## src/rtl/fifo_rd_streamer_if.sv

```systemverilog
// Handshake bundle for the FIFO read-side streamer.
// It carries the FIFO pop/empty/data side and the consumer valid/ready/data side.
// The master modport is the streamer. The slave modport is the FIFO plus consumer environment.
`timescale 1ns/1ps
interface fifo_rd_streamer_if #(
    parameter int DW = 32
);
    logic          fifo_empty;
    logic [DW-1:0] fifo_dout;
    logic          fifo_pop;
    logic          m_valid;
    logic [DW-1:0] m_data;
    logic          m_ready;

    modport master (
        input  fifo_empty,
        input  fifo_dout,
        input  m_ready,
        output fifo_pop,
        output m_valid,
        output m_data
    );

    modport slave (
        output fifo_empty,
        output fifo_dout,
        output m_ready,
        input  fifo_pop,
        input  m_valid,
        input  m_data
    );
endinterface

```

## src/rtl/fifo_rd_streamer.sv

```systemverilog
// fifo_rd_streamer: read-side drain engine for the async FIFO (rdclk domain).
// Pops the FIFO while it is non-empty. A 2-entry skid (head/tail) absorbs the
// 1-cycle FIFO read latency, and words are presented on a valid/ready stream.
// Optional feature: define FIFO_RD_CNT_EN to build the 16-bit delivered-word
// counter on rd_count. Without it, rd_count is tied to zero.
`timescale 1ns/1ps
module fifo_rd_streamer #(
    parameter int DW   = 32,
    parameter int SKID = 2
) (
    input  logic                 rdclk,
    input  logic                 arst_n,
    input  logic                 flush,
    fifo_rd_streamer_if.master   bus,
    output logic [15:0]          rd_count
);
    localparam logic [1:0] OCC_EMPTY = 2'd0;
    localparam logic [1:0] OCC_ONE   = 2'd1;
    localparam logic [1:0] OCC_TWO   = 2'd2;

    // The pop-credit arithmetic below assumes exactly two skid slots.
    if (SKID != 2) begin : g_bad_skid
        $error("fifo_rd_streamer: SKID must be 2");
    end

    logic [1:0]    occ_q, occ_d;
    logic          inflight_q, inflight_d;
    logic [DW-1:0] head_q, head_d;
    logic [DW-1:0] tail_q, tail_d;
    logic [1:0]    run_q, run_d;

    logic          m_valid;
    logic          fire;
    logic          capture;
    logic          pop;
    logic [2:0]    level;

    assign m_valid = (occ_q != OCC_EMPTY);
    assign fire    = m_valid & bus.m_ready;
    // A word returning during a flush cycle belongs to the dropped stream.
    assign capture = inflight_q & ~flush;
    // Occupancy the skid will have after this edge, counting the word in flight.
    assign level   = {1'b0, occ_q} + {2'b00, inflight_q} - {2'b00, fire};
    // run_q holds pops off for two edges after reset release.
    assign pop     = run_q[1] & ~bus.fifo_empty & ~flush & (level <= 3'd1);

    assign bus.fifo_pop = pop;
    assign bus.m_valid  = m_valid;
    assign bus.m_data   = head_q;

    // Next-state logic for the skid: the head is always the oldest word, and the tail is the second word.
    always_comb begin
        occ_d      = occ_q;
        head_d     = head_q;
        tail_d     = tail_q;
        inflight_d = pop;
        run_d      = {run_q[0], 1'b1};
        if (flush) begin
            occ_d = OCC_EMPTY;
        end else begin
            case (occ_q)
                OCC_EMPTY: begin
                    if (capture) begin
                        head_d = bus.fifo_dout;
                        occ_d  = OCC_ONE;
                    end
                end
                OCC_ONE: begin
                    if (capture && fire) begin
                        head_d = bus.fifo_dout;
                    end else if (capture) begin
                        tail_d = bus.fifo_dout;
                        occ_d  = OCC_TWO;
                    end else if (fire) begin
                        occ_d = OCC_EMPTY;
                    end
                end
                OCC_TWO: begin
                    // Capture without fire cannot happen here because the pop rule forbids it.
                    if (fire) begin
                        head_d = tail_q;
                        if (capture) begin
                            tail_d = bus.fifo_dout;
                        end else begin
                            occ_d = OCC_ONE;
                        end
                    end
                end
                default: begin
                    occ_d = OCC_EMPTY;
                end
            endcase
        end
    end

    // Skid, in-flight and reset-holdoff registers. Reset assertion clears them immediately.
    always_ff @(posedge rdclk or negedge arst_n) begin
        if (!arst_n) begin
            occ_q      <= OCC_EMPTY;
            inflight_q <= 1'b0;
            head_q     <= '0;
            tail_q     <= '0;
            run_q      <= 2'b00;
        end else begin
            occ_q      <= occ_d;
            inflight_q <= inflight_d;
            head_q     <= head_d;
            tail_q     <= tail_d;
            run_q      <= run_d;
        end
    end

`ifdef FIFO_RD_CNT_EN
    logic [15:0] rd_count_q, rd_count_d;

    // Delivered-word count. It wraps at 16 bits, and flush does not affect it.
    always_comb begin
        rd_count_d = rd_count_q + {15'd0, fire};
    end

    // Counter register, cleared only by reset.
    always_ff @(posedge rdclk or negedge arst_n) begin
        if (!arst_n) begin
            rd_count_q <= 16'h0000;
        end else begin
            rd_count_q <= rd_count_d;
        end
    end

    assign rd_count = rd_count_q;
`else
    assign rd_count = 16'h0000;
`endif
endmodule

```

## src/flat_wrapper.sv

```systemverilog
// flat-port wrapper written by rule: the top's interface ports become plain ports
module fifo_rd_streamer_flat 
#(
    parameter int DW   = 32,
    parameter int SKID = 2
)
  (rdclk, arst_n, flush, rd_count, bus_fifo_empty, bus_fifo_dout, bus_m_ready, bus_fifo_pop, bus_m_valid, bus_m_data);
  fifo_rd_streamer_if #(.DW(DW)) bus_i ();
  input  logic rdclk;
  input  logic arst_n;
  input  logic flush;
  output logic [15:0] rd_count;
  input wire logic [$bits(bus_i.fifo_empty)-1:0] bus_fifo_empty;
  input wire logic [$bits(bus_i.fifo_dout)-1:0] bus_fifo_dout;
  input wire logic [$bits(bus_i.m_ready)-1:0] bus_m_ready;
  output wire logic [$bits(bus_i.fifo_pop)-1:0] bus_fifo_pop;
  output wire logic [$bits(bus_i.m_valid)-1:0] bus_m_valid;
  output wire logic [$bits(bus_i.m_data)-1:0] bus_m_data;
  assign bus_i.fifo_empty = bus_fifo_empty;
  assign bus_i.fifo_dout = bus_fifo_dout;
  assign bus_i.m_ready = bus_m_ready;
  assign bus_fifo_pop = bus_i.fifo_pop;
  assign bus_m_valid = bus_i.m_valid;
  assign bus_m_data = bus_i.m_data;
  fifo_rd_streamer #(.DW(DW), .SKID(SKID)) u_core (.rdclk(rdclk), .arst_n(arst_n), .flush(flush), .bus(bus_i), .rd_count(rd_count));
endmodule
```

## config.mk

```make
export PLATFORM = sky130hd
export DESIGN_NAME = fifo_rd_streamer_flat
export DESIGN_NICKNAME = d
export VERILOG_FILES = /design/src/rtl/fifo_rd_streamer_if.sv /design/src/rtl/fifo_rd_streamer.sv /design/src/flat_wrapper.sv
export SDC_FILE = /design/constraint.sdc
export NUM_CORES = 1
export LEC_CHECK = 0
export CAP_MARGIN = 10
export CORE_UTILIZATION = 52
export DETAILED_ROUTE_END_ITERATION = 10
export PLACE_DENSITY = 0.92
export SLEW_MARGIN = 20
export SYNTH_ARGS = -nofsm -noshare
export SYNTH_HDL_FRONTEND = slang
export SYNTH_SLANG_ARGS = --single-unit
```

## constraint.sdc

```tcl
create_clock -name rdclk -period 6.05 [get_ports rdclk]
set_input_delay 1.21 -clock rdclk [delete_from_list [all_inputs] [get_ports rdclk]]
set_output_delay 1.21 -clock rdclk [all_outputs]
set_load 0.03 [all_outputs]
```

==> results.json <==
{
  "status": "finished clean",
  "synth_top_area_share_pct": 53.1,
  "groute.usage.overall_pct": 19.4,
  "relSlewSlack_pct": 35.5,
  "insertion_delay_ns": 0.33,
  "power_density_nw_per_um2": 331,
  "synth_top_cell_by_area": "dfrtp_1",
  "core_area_um2": 5990,
  "critPathCaptureType": "primary output",
  "diodes": 0,
  "dieArea_um2": 6570,
  "p_leak_nw": 1.88,
  "cp_common_cell": "clkdlybuf4s50_1",
  "clkSinkCount": 69,
  "cts.clk_slew.worst_paths_ns": 0.07,
  "path_class": "in2out",
  "viasPerCell": 5.12,
  "final_cells": 373,
  "maxCapViolCount": 0,
  "cts-hold-fix-buffers": 0,
  "crit_chain": "clkdlybuf4s50_1 -> and3b_1 -> a21o_1 -> ha_1 -> inv_1 -> fa_1 -> nand2_1 -> nor4_1 -> clkdlybuf4s50_1",
  "num_io_pins": 87,
  "cts_tree": "done",
  "grt_pass1_vias": 2003,
  "die_h_um": 81.1,
  "synth.distinct_cells": 27,
  "drtAntennaViolNets": 0,
  "grt_max_degree": 70,
  "hpwl_mm": 3.65,
  "die_x_um": 81.1,
  "cp_top_family": "buffers and inverters",
  "arrival_ns": 4.02,
  "fin_worst_skew_ns": 0.00874,
  "synth_seq_cells": 69,
  "globalRouteOverflowTotal": 0,
  "htreeDepth": 3,
  "firstDrtPassIters": 4,
  "fp-row-count": 28,
  "cts_max_path_buffers": 2,
  "antenna_found_initial": 0,
  "fillers": 434,
  "initial_utilization_pct": 54.2,
  "drtIter0Drc": 77,
  "yosysWarnings": 0,
  "rrSetupSlack_ns": 3.77,
  "grt_use_met3_pct": 6.29,
  "layout.nets": 332,
  "min_path_type": "reg2reg",
  "total_power_w": 0.00138,
  "clock.fmax_mhz": 191,
  "via_count": 1909,
  "seq_area_frac_synth_pct": 53.1,
  "slew_violations": 0,
  "crit_fanout": 8,
  "use_met2_pct": 30.9,
  "cp-start-kind": "primary input",
  "layout-drive-gt1-share_pct": 31.2,
  "final_cell_mix": "clkdlybuf4s50_1, dfrtp_1, mux2_2",
  "place_congestion": 0.731,
  "hold_viol": 0,
  "cts_setup_buffers": 0,
  "wl_mm": 5.66,
  "period_needed_ns": 5.23,
  "slowest_delay_ns": 0.74,
  "cts_root_buf": "clkbuf_8",
  "syn-instance-count": 221,
  "crit_slowest_cell": "clkdlybuf4s50_1",
  "setup_tns_ns": 0,
  "dpl.cell_count": 356,
  "wire_per_inst_um": 15.2,
  "post_cts_resized": 0,
  "port_buffers": 70,
  "drc": 0,
  "grt_first_pass_wirelength_mm": 9.43,
  "top_usage_layer": "met2",
  "grt_util_met1_pct": 24.0,
  "synth_area_leaders": "dfrtp_1, mux2_2, mux2_1",
  "rsz0062_at_grt": "no",
  "worstMarginPinSlew_ns": 0.966,
  "worstPathRequired_ns": 4.84,
  "setup_viol": 0,
  "post-route-period-util_pct": 86.4,
  "synth.avg_cell_area_um2": 14.7,
  "syn_area_um2": 3250,
  "cts_buffers": 9,
  "path_buf_inv": 3,
  "area_growth_pct": 28.1,
  "vdd_drop_max_mv": 0.204
}
## metal layers
metal | part of all wire, % | up-vias
met5 | 0 | -
met4 | 1.6 | 0
met3 | 7.4 | 10
met2 | 47 | 69
met1 | 43 | 941
li1 | - | 889
## cell families (layout without fill, tap and decap cells)
logic type	count (synthesis)	after routing	synth area share, %
and+or+nand+nor	13	13	2.66
muxes	97	97	33.6
AOI/OAI and AO/OA	8	8	2.27
xor gates and xnor gates	1	1	0.270
DFF	69	69	53.1
adders and majority gates	2	2	1.00
buffers and inverters	29	91	6.85
other	2	17	0.231
## synthesized netlist by cell type
| cell | n |
|---|---|
| o21ba_2 | 1 |
| mux2_2 | 65 |
| fa_1 | 1 |
| nand2b_1 | 1 |
| nor3b_1 | 1 |
| o32ai_4 | 1 |
| and3b_1 | 1 |
| or3b_2 | 2 |
| inv_1 | 2 |
| ha_1 | 1 |
| o21ai_0 | 1 |
| or2_2 | 2 |
| mux2i_1 | 1 |
| a21o_1 | 1 |
| o21ai_2 | 1 |
| nand2_1 | 2 |
| a21oi_1 | 3 |
| nor4_1 | 1 |
| buf_2 | 1 |
| nor2b_1 | 2 |
| buf_4 | 22 |
| conb_1 | 2 |
| mux2_1 | 31 |
| nand3b_1 | 1 |
| xor2_1 | 1 |
| buf_6 | 4 |
| dfrtp_1 | 69 |
## final cells by class
| type | count | area [um2] | share of cell area (%) |
|---|---|---|---|
| Clock buffer | 10 | 138 | 3.31 |
| Inverter | 2 | 7.51 | 0.180 |
| Timing Repair Buffer | 73 | 738 | 17.7 |
| Sequential cell | 69 | 1730 | 41.5 |
| Clock inverter | 6 | 86.3 | 2.07 |
| Tap cell | 75 | 93.8 | 2.25 |
| Multi-Input combinational cell | 138 | 1370 | 33.0 |
## sequential cells by signal, summed over array words and instances (netlist names)
| register | count |
|---|---|
| u_core.bus.m_data | 32 |
| u_core.tail_q | 32 |
| u_core.occ_q | 2 |
| u_core.run_q | 2 |
| u_core.inflight_q | 1 |
## worst reg2reg max path, cell delays in order (launching register included)
cell,delay [ns]
dfrtp_1,0.57
nor2b_4,0.86
mux2_2,0.44
mux2_1,0.29
## metrics by stage
stage | worst slack [ns] | area [um2] | hold WS [ns] | utilization (%)
2_1_floorplan | 1.62 | 3310 | 0.331 | -
3_3_place_gp | 0.944 | 3910 | 0.334 | 65.3
3_5_place_dp | 0.818 | 3910 | 0.338 | 65.3
4_1_cts | 0.812 | 4130 | 0.355 | 69.0
5_1_grt | 0.597 | 4160 | 0.375 | 69.5
6_report | 0.822 | 4160 | 0.354 | 69.5
## power breakdown
part / switching (W) / internal (W) / leakage (nW)
Combinational: 0.000200 / 0.000183 / 0.884
Clock: 0.000175 / 0.000243 / 0.112
Sequential: 0.0000406 / 0.000538 / 0.882
Total: 0.000415 / 0.000964 / 1.88
## final timing paths
path                                        startpoint  cells past startpoint                                end
max                                        bus_m_ready                      9                       bus_fifo_pop
min                          u_core.run_q[0]$_DFF_PN0_                      0          u_core.run_q[1]$_DFF_PN0_
max reg2reg                u_core.occ_q[1]$_DFFE_PN0P_                      3  u_core.bus.m_data[21]$_DFFE_PN0P_
min reg2reg                  u_core.run_q[0]$_DFF_PN0_                      0          u_core.run_q[1]$_DFF_PN0_
max in group asynchronous                       arst_n                      2      u_core.tail_q[20]$_DFFE_PN0P_
min in group asynchronous                       arst_n                      2   u_core.bus.m_data[0]$_DFFE_PN0P_
No activity file was read; power rests on OpenSTA's default activity.
